`src/rtl/mem_arbiter.sv`:
```
// Two-requester memory arbiter: an instruction-fetch port (IF) and a load/store
// port (LS) share one single-cycle memory. Each access takes a grant cycle in
// IDLE and one ACC cycle on the memory; the response is registered and pulses
// rvalid on the requester's port in the cycle after ACC.
module mem_arbiter (
    input  logic        clk,
    input  logic        rst_n,

    // Instruction-fetch port
    input  logic        if_req,
    input  logic [5:0]  if_addr,
    output logic        if_gnt,
    output logic [31:0] if_rdata,
    output logic        if_rvalid,

    // Load/store port
    input  logic        ls_req,
    input  logic        ls_we,
    input  logic [5:0]  ls_addr,
    input  logic [31:0] ls_wdata,
    input  logic [2:0]  ls_f3,
    output logic        ls_gnt,
    output logic [31:0] ls_rdata,
    output logic        ls_rvalid,

    // Memory side
    output logic        mem_read,
    output logic        mem_write,
    output logic [5:0]  mem_addr,
    output logic [31:0] mem_wdata,
    output logic [2:0]  mem_f3,
    input  logic [31:0] mem_rdata,

    output logic        busy
);

    typedef enum logic [0:0] {
        StIdle,
        StAcc
    } state_e;

    // funct3 for a full-word access, used for every fetch
    localparam logic [2:0] F3Word = 3'b010;
    // Starvation count at which a waiting fetch beats a competing load/store
    localparam logic [1:0] StarveMax = 2'd2;

    state_e      state_q, state_d;
    logic [1:0]  starve_q, starve_d;

    // Fields latched on the granting edge
    logic        owner_ls_q;
    logic        we_q;
    logic [5:0]  addr_q;
    logic [31:0] wdata_q;
    logic [2:0]  f3_q;

    // Registered responses
    logic        if_rvalid_q, ls_rvalid_q;
    logic [31:0] if_rdata_q, ls_rdata_q;

    logic        idle;
    logic        if_win;
    logic        any_gnt;

    assign idle = (state_q == StIdle);

    // LS has priority on a tie unless IF has already lost twice in a row.
    assign if_win  = if_req & (~ls_req | (starve_q == StarveMax));
    assign if_gnt  = idle & if_win;
    assign ls_gnt  = idle & ls_req & ~if_win;
    assign any_gnt = if_gnt | ls_gnt;

    // Next-state logic: one ACC cycle per grant, then straight back to IDLE.
    always_comb begin
        state_d = state_q;
        unique case (state_q)
            StIdle: begin
                if (any_gnt) begin
                    state_d = StAcc;
                end
            end
            StAcc: begin
                state_d = StIdle;
            end
            default: begin
                state_d = StIdle;
            end
        endcase
    end

    // Starvation counter: only evaluated in IDLE, holds its value across ACC.
    always_comb begin
        starve_d = starve_q;
        if (idle) begin
            if (!if_req || if_gnt) begin
                starve_d = 2'd0;
            end else if (ls_gnt && (starve_q != StarveMax)) begin
                starve_d = starve_q + 2'd1;
            end
        end
    end

    // State and fairness registers.
    always_ff @(posedge clk or negedge rst_n) begin
        if (!rst_n) begin
            state_q  <= StIdle;
            starve_q <= 2'd0;
        end else begin
            state_q  <= state_d;
            starve_q <= starve_d;
        end
    end

    // Capture the winning request; these also drive mem_* and hold in IDLE.
    always_ff @(posedge clk or negedge rst_n) begin
        if (!rst_n) begin
            owner_ls_q <= 1'b0;
            we_q       <= 1'b0;
            addr_q     <= 6'd0;
            wdata_q    <= 32'd0;
            f3_q       <= 3'd0;
        end else if (if_gnt) begin
            owner_ls_q <= 1'b0;
            we_q       <= 1'b0;
            addr_q     <= if_addr;
            wdata_q    <= 32'd0;
            f3_q       <= F3Word;
        end else if (ls_gnt) begin
            owner_ls_q <= 1'b1;
            we_q       <= ls_we;
            addr_q     <= ls_addr;
            wdata_q    <= ls_wdata;
            f3_q       <= ls_f3;
        end
    end

    // Register the response at the end of ACC into the owner's port only.
    always_ff @(posedge clk or negedge rst_n) begin
        if (!rst_n) begin
            if_rvalid_q <= 1'b0;
            ls_rvalid_q <= 1'b0;
            if_rdata_q  <= 32'd0;
            ls_rdata_q  <= 32'd0;
        end else begin
            if_rvalid_q <= 1'b0;
            ls_rvalid_q <= 1'b0;
            if (state_q == StAcc) begin
                if (owner_ls_q) begin
                    ls_rvalid_q <= 1'b1;
                    // A store returns zero as its completion data
                    ls_rdata_q  <= we_q ? 32'd0 : mem_rdata;
                end else begin
                    if_rvalid_q <= 1'b1;
                    if_rdata_q  <= mem_rdata;
                end
            end
        end
    end

    assign busy      = (state_q == StAcc);
    assign mem_read  = busy & ~we_q;
    assign mem_write = busy & we_q;
    assign mem_addr  = addr_q;
    assign mem_wdata = wdata_q;
    assign mem_f3    = f3_q;

    assign if_rvalid = if_rvalid_q;
    assign if_rdata  = if_rdata_q;
    assign ls_rvalid = ls_rvalid_q;
    assign ls_rdata  = ls_rdata_q;

endmodule

```
`config.mk`:
```
export PLATFORM = sky130hd
export DESIGN_NAME = mem_arbiter
export DESIGN_NICKNAME = d
export VERILOG_FILES = /design/src/rtl/mem_arbiter.sv
export SDC_FILE = /design/constraint.sdc
export NUM_CORES = 1
export LEC_CHECK = 0
export BUFFER_PORTS_ARGS = -buffer_cell sky130_fd_sc_hd__buf_2
export CAP_MARGIN = 20
export CORE_ASPECT_RATIO = 1.2
export CORE_MARGIN = 1
export CORE_UTILIZATION = 35
export DETAILED_ROUTE_END_ITERATION = 10
export GPL_TIMING_DRIVEN = 0
export PLACE_DENSITY_LB_ADDON = 0.2
export SYNTH_ARGS = -nofsm -noshare
export SYNTH_HDL_FRONTEND = slang
export SYNTH_SLANG_ARGS = --single-unit
```
`constraint.sdc`:
```
create_clock -name clk -period 1.95 [get_ports clk]
set_input_delay 0.195 -clock clk [delete_from_list [all_inputs] [get_ports clk]]
set_output_delay 0.195 -clock clk [all_outputs]
set_load 0.02 [all_outputs]
```
==> run_results.csv <==
group,metric,value,unit
cells_and_area,num-nets-final,632,
clocking,cts_buffer_depth,2,
worst_setup_path,slowest_stage,"dfrtp_1",
cells_and_area,multi_input_area,1430,um^2
power_and_ir_drop,vdd_drop_max,0.567,mV
worst_setup_path,ff2ff_setup_slack,270,ps
worst_setup_path,endpoint_kind,"output port",
yosys,ys.flop_type,"dfrtp_1",
global_routing,overflow,0,
cells_and_area,num_antenna_cells,0,
outcome,status,"finished, final reports clean",
yosys,synth-edff-count,0,
global_routing,grt_max_degree,99,
cells_and_area,stdcell_area,5960,um^2
yosys,synth_area,4380,um^2
routing,routed_wl,10200,um
timing,min_period,1840,ps
place,place_area,5600,um^2
die,num_rows,44,
routing,first_iter_violations,70,
worst_setup_path,critPathKind,"register to output port",
timing,slew_violations,0,
cells_and_area,fill_cells,1160,
clocking,path_clk_slew,70,ps
timing,fin_crit_sh,94.4,%
die,die_x,104,um
worst_setup_path,critical_path.max_fanout,6,
die,start_util,36.0,%
worst_setup_path,slowest_delay,380,ps
yosys,netlist_top_cells_area,"dfrtp_1, mux2_2, a22o_1",
routing,drtPass1Iterations,4,
yosys,synth_area_leader_cell,"dfrtp_1",
yosys,syn-num-nets,418,
place,gp_congestion,0.721,
worst_setup_path,crit_buf_inv,4,
yosys,ys_seq_elements,112,
cells_and_area,area_delta_synth_final,36.0,%
yosys,synth_cell_types,24,
global_routing,antenna_found_initial,0,
timing,fmax,0.543,GHz
die,die_area,13000,um^2
die,io_pins,196,
power_and_ir_drop,p_total,7.97,mW
routing,num_vias,3345,
routing,viasPerCell,4.69,
clocking,cts_root_buffer,"clkbuf_16",
clocking,insertion_delay,340,ps
place,dp_cells,690,
worst_setup_path,cp_top_family,"simple AND/OR/NAND/NOR gates",
timing,finalClockSkew,6.83,ps
worst_setup_path,cp.required,1750,ps
yosys,post-synth-top-count-cell,"dfrtp_1",
yosys,syn_inst,333,
routing,ant_nets,0,
die,core,12200,um^2
cells_and_area,fin_cells,713,
global_routing,grt_pass1_wl,17100,um
routing,drc,0,
yosys,ys_top_cells_by_count,"dfrtp_1, a22o_1, mux2_2",
clocking,cts_tree,"built",
timing,finalSetupViolCount,0,
clocking,numCtsBuffers,9,
yosys,ys_warn_count,0,
min_path,holdCritPathClass,"primary input to register",
die,fp.dieH,125,um
job,drv_cap,0,
power_and_ir_drop,power_density,1340,nW/um^2
worst_setup_path,start_kind,"register",
clocking,htreeDepth,3,
timing,slew_headroom,55.9,%
cells_and_area,seqCellArea,2800,um^2
clocking,cts.sinks,112,
yosys,synthArstFlopShare,100,%
global_routing,first_global_vias,3349,
timing,worst_pin_slew,658,ps
yosys,yosysTopAreaCellShare,63.9,%
place,port_buffers,195,
worst_setup_path,crit_arrival,1650,ps
global_routing,grt_usage,16.8,%
worst_setup_path,cp_cell_sequence,"inv_2 -> ha_4 -> nor2b_1 -> or3b_1 -> buf_6 -> inv_1 -> buf_4",
timing,rsz0062_at_grt,"no",
power_and_ir_drop,leakage,3.10,nW
yosys,synth_seq_area_share,63.9,%
place,hpwl,7430,um
yosys,syn_area_per_cell,13.2,um^2
routing,avgRoutedWirePerCell,14.3,um
timing,hold_viol,0,
cells_and_area,drive_above_1_share,49.6,%
final cells by class:
type / count / share of cell area, %
clock buffer: 11 / 3.90
inverter: 8 / 0.504
buffer: 21 / 2.22
multi-input combinational: 191 / 24.0
tap: 161 / 3.38
clock inverter: 5 / 0.944
sequential: 112 / 47.0
timing repair buffer: 204 / 18.0
power breakdown:
group	internal [mW]	leakage, nW	switching (mW)
logic	1.13	1.58	1.68
clock network	0.998	0.140	0.812
registers	3.01	1.38	0.346
routing by layer:
| layer | global-route usage (%) | share of wire, % | vias up |
|---|---|---|---|
| met5 | 0 | 0 | - |
| met4 | 6.13 | 1.5 | 0 |
| met3 | 4.66 | 6.9 | 10 |
| met2 | 26.8 | 47 | 146 |
| met1 | 21.9 | 44 | 1614 |
| li1 | - | - | 1575 |
per-stage QoR:
step	util (%)	hold slack, ps	setup slack (ps)	TNS, ps
after floorplan	-	-101	341	0
after global placement	45.7	417	-664	-73470
after detailed placement	46.0	32.8	208	0
after CTS	48.7	52.0	7.86	0
after global routing	49.0	52.0	4.04	0
final	49.0	68.7	108	0
registers in the layout (all words and copies together), names as in the netlist:
name	cells
starve_q	2
ls_rvalid	1
owner_ls_q	1
busy	1
mem_f3	3
if_rvalid	1
if_rdata	32
ls_rdata	32
mem_addr	6
mem_wdata	32
we_q	1
final timing paths:
path | from | to | depth (start not counted)
max | starve_q[0] | if_gnt | 7
min | ls_wdata[16] | mem_wdata[16] | 2
max reg2reg | starve_q[0] | mem_addr[3] | 7
min reg2reg | ls_rdata[15] | ls_rdata[15] | 2
max in group asynchronous | rst_n | mem_wdata[4] | 3
min in group asynchronous | rst_n | if_rdata[5] | 2
placed cells by master, fill, tap and decap left out, types with 8 or more instances in the layout:
cell	instances
dfrtp_1	112
a22o_1	35
clkbuf_16	9
buf_2	200
nand2b_1	33
buf_4	8
clkbuf_1	10
nand2_1	34
mux2_2	35
o21ai_0	33
cell families after synthesis:
family	Yosys count	synth area share, %
AO/OA/AOI/OAI	73	11.8
AND/OR/NAND/NOR	73	8.42
buffers and inverters	30	3.71
multiplexers	44	11.8
adder cells (fa/ha/maj)	1	0.285
flip-flops	112	63.9
timing repair:
action                     4_1_cts  5_1_grt
cloned                           0        0
gates resized for setup          5        0
pin swaps                        1        0
setup endpoints to repair        2        2
hold endpoints to repair        14        0
setup buffers                    1        6
hold buffers                     1        0
Power figures use the tool's default switching activity.
